--- config.mk ---
export PLATFORM = sky130hd
export DESIGN_NAME = stream_mux_rr_flat
export DESIGN_NICKNAME = d
export VERILOG_FILES = /design/src/rtl/stream_mux_rr_if.sv /design/src/rtl/stream_mux_rr.sv /design/src/flat_wrapper.sv
export SDC_FILE = /design/constraint.sdc
export NUM_CORES = 1
export LEC_CHECK = 0
export CORE_UTILIZATION = 55
export CTS_CLUSTER_DIAMETER = 30
export DETAILED_ROUTE_END_ITERATION = 10
export GPL_TIMING_DRIVEN = 0
export MAX_ROUTING_LAYER = met4
export PLACE_DENSITY = 0.91
export SKIP_CTS_REPAIR_TIMING = 1
export SLEW_MARGIN = 0
export SYNTH_ARGS = -nofsm -noshare
export SYNTH_HDL_FRONTEND = slang
export SYNTH_SLANG_ARGS = --single-unit
--- constraint.sdc ---
create_clock -name clk -period 12.1 [get_ports clk]
set_clock_uncertainty 0.2 [all_clocks]
set_input_delay 2.42 -clock clk [delete_from_list [all_inputs] [get_ports clk]]
set_output_delay 2.42 -clock clk [all_outputs]
set_load 0.02 [all_outputs]
--- src/rtl/stream_mux_rr_if.sv ---
`default_nettype none
// ============================================================================
// Module      : stream_mux_rr_if
// Description : Bundles the N-channel input streams, the mode/select controls
//               and the single output stream of stream_mux_rr.
// Revision    : 1.0 - initial release
// ============================================================================
interface stream_mux_rr_if #(
  parameter int WIDTH = 8,
  parameter int N_CH  = 4
);
  localparam int SEL_W = $clog2(N_CH);

  logic                    mode;
  logic [SEL_W-1:0]        sel;
  logic [N_CH*WIDTH-1:0]   in_data;
  logic [N_CH-1:0]         in_valid;
  logic [N_CH-1:0]         in_ready;
  logic [WIDTH-1:0]        out_data;
  logic                    out_valid;
  logic                    out_ready;
  logic [SEL_W-1:0]        out_ch;

  // Source/consumer side: drives the input streams and the consumer ready
  modport master (
    output mode, sel, in_data, in_valid, out_ready,
    input  in_ready, out_data, out_valid, out_ch
  );

  // Multiplexer side
  modport slave (
    input  mode, sel, in_data, in_valid, out_ready,
    output in_ready, out_data, out_valid, out_ch
  );
endinterface
`default_nettype wire

--- src/rtl/stream_mux_rr.sv ---
`default_nettype none
// ============================================================================
// Module      : stream_mux_rr
// Description : N-channel registered stream multiplexer with valid/ready
//               handshake. Mode 0 forwards the channel picked by sel, mode 1
//               arbitrates round-robin among valid channels.
// Revision    : 1.0 - initial release
// ============================================================================
module stream_mux_rr #(
  parameter int WIDTH = 8,
  parameter int N_CH  = 4
) (
  input  wire             clk,
  input  wire             rst_n,
  stream_mux_rr_if.slave  bus
);
  localparam int SEL_W = $clog2(N_CH);

  logic [WIDTH-1:0] r_out_data;
  logic             r_out_valid;
  logic [SEL_W-1:0] r_out_ch;
  logic [SEL_W-1:0] r_rr_last;

  logic [WIDTH-1:0] w_ch_data [N_CH];
  logic             w_load_en;
  logic             w_sel_vld;
  logic             w_rr_vld;
  logic [SEL_W-1:0] w_rr_gnt;
  logic             w_gnt_vld;
  logic [SEL_W-1:0] w_gnt;
  logic [WIDTH-1:0] w_gnt_data;
  logic [N_CH-1:0]  w_in_ready;

  // Split the flat input bus into one word per channel
  for (genvar k = 0; k < N_CH; k++) begin : g_unpack
    assign w_ch_data[k] = bus.in_data[k*WIDTH +: WIDTH];
  end

  // The output register may take a new word when empty or being drained
  assign w_load_en = !r_out_valid || bus.out_ready;

  // Direct select: an out-of-range sel never matches any channel index
  always_comb begin
    w_sel_vld = 1'b0;
    for (int k = 0; k < N_CH; k++) begin
      if ((SEL_W'(k) == bus.sel) && bus.in_valid[k]) w_sel_vld = 1'b1;
    end
  end

  // Round-robin: pick the valid channel closest above rr_last (mod N_CH),
  // so rr_last itself sits at distance N_CH-1 and has lowest priority
  always_comb begin
    int best_d;
    int d;
    w_rr_vld = 1'b0;
    w_rr_gnt = '0;
    best_d   = N_CH;
    for (int k = 0; k < N_CH; k++) begin
      d = k - int'(r_rr_last) - 1;
      if (d < 0) d = d + N_CH;
      if (bus.in_valid[k] && (d < best_d)) begin
        best_d   = d;
        w_rr_vld = 1'b1;
        w_rr_gnt = SEL_W'(k);
      end
    end
  end

  // Final grant for the active mode
  always_comb begin
    w_gnt_vld = bus.mode ? w_rr_vld : w_sel_vld;
    w_gnt     = bus.mode ? w_rr_gnt : bus.sel;
  end

  // Data of the granted channel
  always_comb begin
    w_gnt_data = '0;
    for (int k = 0; k < N_CH; k++) begin
      if (SEL_W'(k) == w_gnt) w_gnt_data = w_ch_data[k];
    end
  end

  // One-hot ready towards the granted channel; all low while in reset
  always_comb begin
    w_in_ready = '0;
    for (int k = 0; k < N_CH; k++) begin
      w_in_ready[k] = rst_n && w_load_en && w_gnt_vld && (w_gnt == SEL_W'(k));
    end
  end

  // Output register and round-robin pointer
  always_ff @(posedge clk or negedge rst_n) begin
    if (!rst_n) begin
      r_out_data  <= '0;
      r_out_valid <= 1'b0;
      r_out_ch    <= '0;
      r_rr_last   <= SEL_W'(N_CH - 1);
    end else if (w_load_en) begin
      if (w_gnt_vld) begin
        r_out_data  <= w_gnt_data;
        r_out_ch    <= w_gnt;
        r_out_valid <= 1'b1;
        r_rr_last   <= w_gnt;
      end else begin
        r_out_valid <= 1'b0;
      end
    end
  end

  assign bus.in_ready  = w_in_ready;
  assign bus.out_data  = r_out_data;
  assign bus.out_valid = r_out_valid;
  assign bus.out_ch    = r_out_ch;

endmodule
`default_nettype wire

--- src/flat_wrapper.sv ---
// flat-port wrapper written by rule: the top's interface ports become plain ports
module stream_mux_rr_flat 
#(
  parameter int WIDTH = 8,
  parameter int N_CH  = 4
)
  (clk, rst_n, bus_mode, bus_sel, bus_in_data, bus_in_valid, bus_out_ready, bus_in_ready, bus_out_data, bus_out_valid, bus_out_ch);
  stream_mux_rr_if #(.WIDTH(WIDTH), .N_CH(N_CH)) bus_i ();
  input  wire clk;
  input  wire rst_n;
  input wire logic [$bits(bus_i.mode)-1:0] bus_mode;
  input wire logic [$bits(bus_i.sel)-1:0] bus_sel;
  input wire logic [$bits(bus_i.in_data)-1:0] bus_in_data;
  input wire logic [$bits(bus_i.in_valid)-1:0] bus_in_valid;
  input wire logic [$bits(bus_i.out_ready)-1:0] bus_out_ready;
  output wire logic [$bits(bus_i.in_ready)-1:0] bus_in_ready;
  output wire logic [$bits(bus_i.out_data)-1:0] bus_out_data;
  output wire logic [$bits(bus_i.out_valid)-1:0] bus_out_valid;
  output wire logic [$bits(bus_i.out_ch)-1:0] bus_out_ch;
  assign bus_i.mode = bus_mode;
  assign bus_i.sel = bus_sel;
  assign bus_i.in_data = bus_in_data;
  assign bus_i.in_valid = bus_in_valid;
  assign bus_i.out_ready = bus_out_ready;
  assign bus_in_ready = bus_i.in_ready;
  assign bus_out_data = bus_i.out_data;
  assign bus_out_valid = bus_i.out_valid;
  assign bus_out_ch = bus_i.out_ch;
  stream_mux_rr #(.WIDTH(WIDTH), .N_CH(N_CH)) u_core (.clk(clk), .rst_n(rst_n), .bus(bus_i));
endmodule
Yosys cells after proc, flatten, opt, wreduce, memory -nomap -nowiden
Index checks and enable logic that the tools add are counted.
{ "classes": {"add_sub_neg": 12, "multipliers": 0, "n_div": 0, "n_lt_le_gt_ge": 8, "eq_ne": 9, "n_shift": 0, "mux": 25, "n_bitwise": 0, "n_reduce_logical": 19} }
{ "ops": {"columns": ["cell", "count"], "rows": [
  ["$mux W32", 7],
  ["$add A32 B4 Y32 const B", 4],
  ["$lt A32 B1 Y1 const B", 4],
  ["$sub A32 B2 Y32 const B", 4],
  ["$lt A32 B32 Y1", 3],
  ["$lt A32 B4 Y1 const B", 1],
  ["$mux W8", 4],
  ["$logic_and A1 B1 Y1", 14],
  ["$mux W1", 11],
  ["$eq A2 B2 Y1 const A", 4],
  ["$mux W2", 3],
  ["$sub A1 B2 Y3 const A", 2],
  ["$sub A2 B2 Y3 const A", 2],
  ["$eq A1 B2 Y1 const A", 2],
  ["$eq A2 B2 Y1 const B", 2],
  ["$logic_not A2 Y1", 2],
  ["$eq A2 B1 Y1 const B", 1],
  ["$reduce_and A2 Y1", 1],
  ["$logic_not A1 Y1", 1],
  ["$logic_or A1 B1 Y1", 1]
]} }
{ "totals": {"regBits": 13, "latchBits": 0, "mem_bits_rw": 0, "rom_bits": 0, "input_bits": 42, "wordCells": 77, "memories": 0} }

Logic depth before layout (Yosys ltp)
Gate-level depths: netlist of run 1.
{ "depth": {"ltp_word": 22, "ltp_mapped": 40} }

Least setup slack after synthesis of run 1
OpenSTA, ideal clock, no wires.
{ "synth_path": {"path_type": "input port to output port", "from": "input port bus_in_valid[0]", "to": "output port bus_in_ready[0]", "arrival_time_ns": 8.873, "required_ns": 9.480, "path_slack_ns": 0.607, "path_stages": 30, "path_cell_list": "nand2_1 -> inv_1 -> clkbuf_1 -> ha_1 -> a21o_1 -> a21oi_1 -> a21boi_0 -> a311o_1 -> nor3_4 -> nor2_2 -> nor2_1 -> clkbuf_1 -> inv_1 -> ha_1 -> a21oi_1 -> nand2_1 -> a221o_1 -> a211o_1 -> a2111oi_1 -> a21oi_1 -> a21o_2 -> ha_1 -> a21oi_1 -> or4_1 -> o311ai_0 -> or3_1 -> a31o_2 -> buf_6 -> nand3_1 -> a21oi_1"} }
{ "synth_via": {"elab_chain_len": 14, "elab_cells_between_ends": 27} }
{ "synth_rtl": {"columns": ["item", "line_no", "rtl"], "rows": [
  ["start: declaration", "flat_wrapper.sv:14", "input wire logic [$bits(bus_i.in_valid)-1:0] bus_in_valid;"],
  ["$logic_and A1 B1 Y1", "stream_mux_rr.sv:61", "if (bus.in_valid[k] && (d < best_d)) begin"],
  ["$mux W32", "stream_mux_rr.sv:61", null],
  ["$lt A32 B32 Y1", "stream_mux_rr.sv:61", null],
  ["$logic_and A1 B1 Y1", "stream_mux_rr.sv:61", null],
  ["$mux W32", "stream_mux_rr.sv:61", null],
  ["$lt A32 B32 Y1", "stream_mux_rr.sv:61", null],
  ["$logic_and A1 B1 Y1", "stream_mux_rr.sv:61", null],
  ["$mux W32", "stream_mux_rr.sv:61", null],
  ["$lt A32 B32 Y1", "stream_mux_rr.sv:61", null],
  ["$logic_and A1 B1 Y1", "stream_mux_rr.sv:61", null],
  ["$mux W2 / $mux W1 (equally long branches)", "stream_mux_rr.sv:61", null],
  ["$mux W2 / $mux W1 (equally long branches)", "stream_mux_rr.sv:72, stream_mux_rr.sv:71", null],
  ["$logic_not A2 Y1 / $logic_and A1 B1 Y1 (equally long branches)", "stream_mux_rr.sv:87", "w_in_ready[k] = rst_n && w_load_en && w_gnt_vld && (w_gnt == SEL_W'(k));"],
  ["$logic_and A1 B1 Y1 *", "stream_mux_rr.sv:87", null],
  ["end: declaration", "flat_wrapper.sv:16", "output wire logic [$bits(bus_i.in_ready)-1:0] bus_in_ready;"]
]} }
Mark *: on every way between the ends. The rest lies on a longest branch, timed or not.

Worst setup path after layout of run 1
{ "layout_path": {"from": "input port bus_in_valid[0]", "to": "output port bus_in_ready[2]"} }
{ "layout_via": {"elab_chain_len": 14, "elab_cells_between_ends": 27} }
{ "layout_rtl": {"columns": ["item", "line_no"], "rows": [
  ["$logic_and A1 B1 Y1", "stream_mux_rr.sv:61"],
  ["$mux W32", "stream_mux_rr.sv:61"],
  ["$lt A32 B32 Y1", "stream_mux_rr.sv:61"],
  ["$logic_and A1 B1 Y1", "stream_mux_rr.sv:61"],
  ["$mux W32", "stream_mux_rr.sv:61"],
  ["$lt A32 B32 Y1", "stream_mux_rr.sv:61"],
  ["$logic_and A1 B1 Y1", "stream_mux_rr.sv:61"],
  ["$mux W32", "stream_mux_rr.sv:61"],
  ["$lt A32 B32 Y1", "stream_mux_rr.sv:61"],
  ["$logic_and A1 B1 Y1", "stream_mux_rr.sv:61"],
  ["$mux W2 / $mux W1 (equally long branches)", "stream_mux_rr.sv:61"],
  ["$mux W2 / $mux W1 (equally long branches)", "stream_mux_rr.sv:72, stream_mux_rr.sv:71"],
  ["$eq A2 B2 Y1 / $logic_and A1 B1 Y1 (equally long branches)", "stream_mux_rr.sv:87"],
  ["$logic_and A1 B1 Y1 *", "stream_mux_rr.sv:87"]
]} }
Marks and branches as above.

==> results of run 1 <==
==> routing by layer <==
| metal | routed length, um | up-vias | global-route usage [%] |
|---|---|---|---|
| met2 | 4720 | 170 | 49.2 |
| met3 | 674 | 41 | 4.25 |
| met4 | 344 | 0 | 7.22 |
| met1 | 3940 | 1591 | 35.9 |
| met5 | 0 | - | - |
| li1 | - | 1568 | - |
==> power by group <==
part / total (uW) / switching [uW] / internal [uW]
clock network: 43.3 / 19.9 / 23.5
logic: 1120 / 661 / 455
registers: 84.7 / 15.9 / 68.8
==> cell type report <==
type	count	area (um^2)
sequential	13	328
inverter	26	97.6
clock buffer	4	45.0
timing repair buffer	59	581
multi-input combinational	363	2980
buffer	7	67.6
tap	72	90.1
fill	386	1420
==> worst max path at each step <==
stage / cells after the start / end / startpoint / slack, ps
after CTS: 30 / bus_in_ready[2] / bus_in_valid[0] / -1580
after floorplan: 30 / bus_in_ready[0] / bus_in_valid[0] / 610
final: 32 / bus_in_ready[2] / bus_in_valid[0] / 180
after global routing: 33 / bus_in_ready[2] / bus_in_valid[0] / -20
after detailed placement: 30 / bus_in_ready[2] / bus_in_valid[0] / -1540
after global placement: 30 / bus_in_ready[2] / bus_in_valid[0] / -1350
==> registers in the layout (all words and copies together) (netlist names) <==
register              count
u_core.bus.out_data       8
u_core.bus.out_ch         2
u_core.bus.out_valid      1
u_core.r_rr_last          2
==> logic make-up after synthesis <==
family	synth area share, %
compound gates	21.7
xor+xnor	0.541
fa+ha+maj	39.1
buf+inv	4.75
flops	10.1
mux	6.57
other cells	0.232
simple gates	17.0
==> critical path: cells and delay by family <==
family	cells	cell delay (ps)
AND/OR/NAND/NOR	7	1650
AO/OA/AOI/OAI	16	3350
adder cells (fa/ha/maj)	3	860
buffers and inverters	6	990
==> stage by stage <==
| step | hold slack (ps) | power, uW | worst slack, ps | utilization [%] |
|---|---|---|---|---|
| after floorplan | 335 | 834 | 607 | - |
| after detailed placement | 292 | 1090 | -1540 | 71.8 |
| final | 298 | 1240 | 180 | 74.7 |
| after global placement | 275 | 1030 | -1350 | 71.8 |
| after CTS | 304 | 1140 | -1580 | 72.6 |
| after global routing | 331 | 1360 | -17.6 | 74.7 |
==> Yosys cell counts (3+ instances only) <==
cell type and count:
mux2i_1 19, inv_1 26, a31oi_1 9, nor2_1 23
o221ai_1 8, ha_1 98, and4_1 5, o21ai_0 22
a211oi_1 4, nand3_1 7, nand4_1 8, nand2_1 24
or3_1 3, clkbuf_1 3, a21oi_1 20, o211ai_1 3
a21o_1 4, nor3_1 9, a211o_1 3, buf_6 4
o21a_1 4, dfrtp_1 11
==> cells in the final DEF (no fill, tap or decap), types with 3 or more instances in the layout <==
master           count
a211o_1              3
a211oi_1             4
a21o_1               4
a21oi_1             18
a31oi_1              8
and4_1               5
buf_4                3
buf_6                5
clkbuf_8             3
clkdlybuf4s50_1     51
conb_1              39
dfrtp_1             11
dlymetal6s2s_1       3
ha_1                98
inv_1               25
mux2i_1             19
nand2_1             23
nand3_1              7
nand4_1              8
nor2_1              22
nor3_1               9
o211ai_1             3
o21a_1               4
o21ai_0             22
o221ai_1             8
or3_1                3
==> qor.yml, run 1 <==
min_path:
  hold-path-endpoint: "u_core.bus.out_ch[0]"
  min_from: "u_core.bus.out_ch[0]"
  whs_path_depth: 1
  worstHoldPathType: "flip-flop to flip-flop"
worst_setup_path:
  cp-start-kind: "primary input"
  ff2ff_path_depth: 30
  worstReg2RegEnd: "u_core.bus.out_data[4]"
  cpMaxStageDelayCell: "or4_4"
  cp_max_fo: 10
  crit_required_ps: 9480
  cp-end-kind: "output port"
  r2r_start: "u_core.r_rr_last[0]"
  path_class: "primary input to output port"
  cpPeakStageDelay_ps: 470
  worst_ep_arrival_time_ps: 9300
  reg2reg_slack_ps: 3790
die:
  initial_utilization_pct: 57.8
  fp-row-count: 27
  die_x_um: 78.7
  fp.dieArea_um2: 6200
  core-area_um2: 5610
  ios: 57
  fp.dieH_um: 78.7
cts:
  clock_latency_ps: 270
  cts_root_buf: "clkbuf_8"
  clk_pin_slew_ps: 50
  numCtsBuffers: 3
  cts_tree: "built"
  htreeDepth: 1
  cts_buffer_depth: 2
  cts.sinks: 13
placement:
  place_hpwl_um: 7120
  place_inst: 537
  placed_cell_area_um2: 4030
  gp_congestion: 0.920
  port_buffers: 56
drt:
  vias: 3370
  drtIter0Drc: 293
  drt-total-wl_um: 9670
  routed_via_density: 6.19
  wl_per_cell_um: 17.8
  firstDrtPassIters: 7
  drtAntennaViolNets: 0
  drc_errors: 0
timing:
  post-route-period-util_pct: 98.5
  finalHoldViolCount: 0
  setup-tns-final_ps: 0
  worst_slew_pin_slew_ps: 986
  fmax_mhz: 83.9
  slew_viol_final: 0
  setup_violations: 0
  slew_headroom_pct: 33.8
  finalCriticalPeriod_ps: 11920
logic_synthesis:
  synth_cells: 372
  synth_top_cell_by_area: "ha_1"
  synth_top_area_share_pct: 37.9
  ys_seq_area_share_pct: 10.1
  synth_edf_count: 0
  ys_types: 66
  synth_seq_cells: 13
  synth.area.top_cells: "ha_1 38%, dfrtp_1 8.5%, mux2i_1 5.9%"
  synth.avg_cell_area_um2: 8.71
  async_flop_share_pct: 100
  yosysWarningCount: 0
  netlist_area_um2: 3240
  synthFlopType: "dfrtp_1"
cells_and_area:
  area_growth_pct: 29.3
  final_nets: 615
  design_area_um2: 4190
  stdcell_count: 544
  drive_gt1_share_pct: 8.05
  antenna_cells: 0
outcome:
  status: "complete, no violations"
global_routing:
  antenna_found_initial: 0
  grt_pass1_vias: 3090
  grt.total_usage_pct: 28.9
  overflow: 0
  grt_max_degree: 17
  grt_pass1_wl_um: 14100
run:
  maxCapViolations: 0
pwr:
  power_density_nw_per_um2: 297
  ir_drop_v: 0.000236
  p_leak_uw: 0.00204
Power figures use the tool's default switching activity.
==> run 2: changes to the inputs <==
--- a/config.mk
+++ b/config.mk
@@ -5,6 +5,7 @@
 export SDC_FILE = /design/constraint.sdc
 export NUM_CORES = 1
 export LEC_CHECK = 0
+export ABC_CLOCK_PERIOD_IN_PS = 12100
 export CORE_UTILIZATION = 55
 export CTS_CLUSTER_DIAMETER = 30
 export DETAILED_ROUTE_END_ITERATION = 10
==> results of run 2 <==
The final DEF is identical to that of run 1; final timing and power are the same.
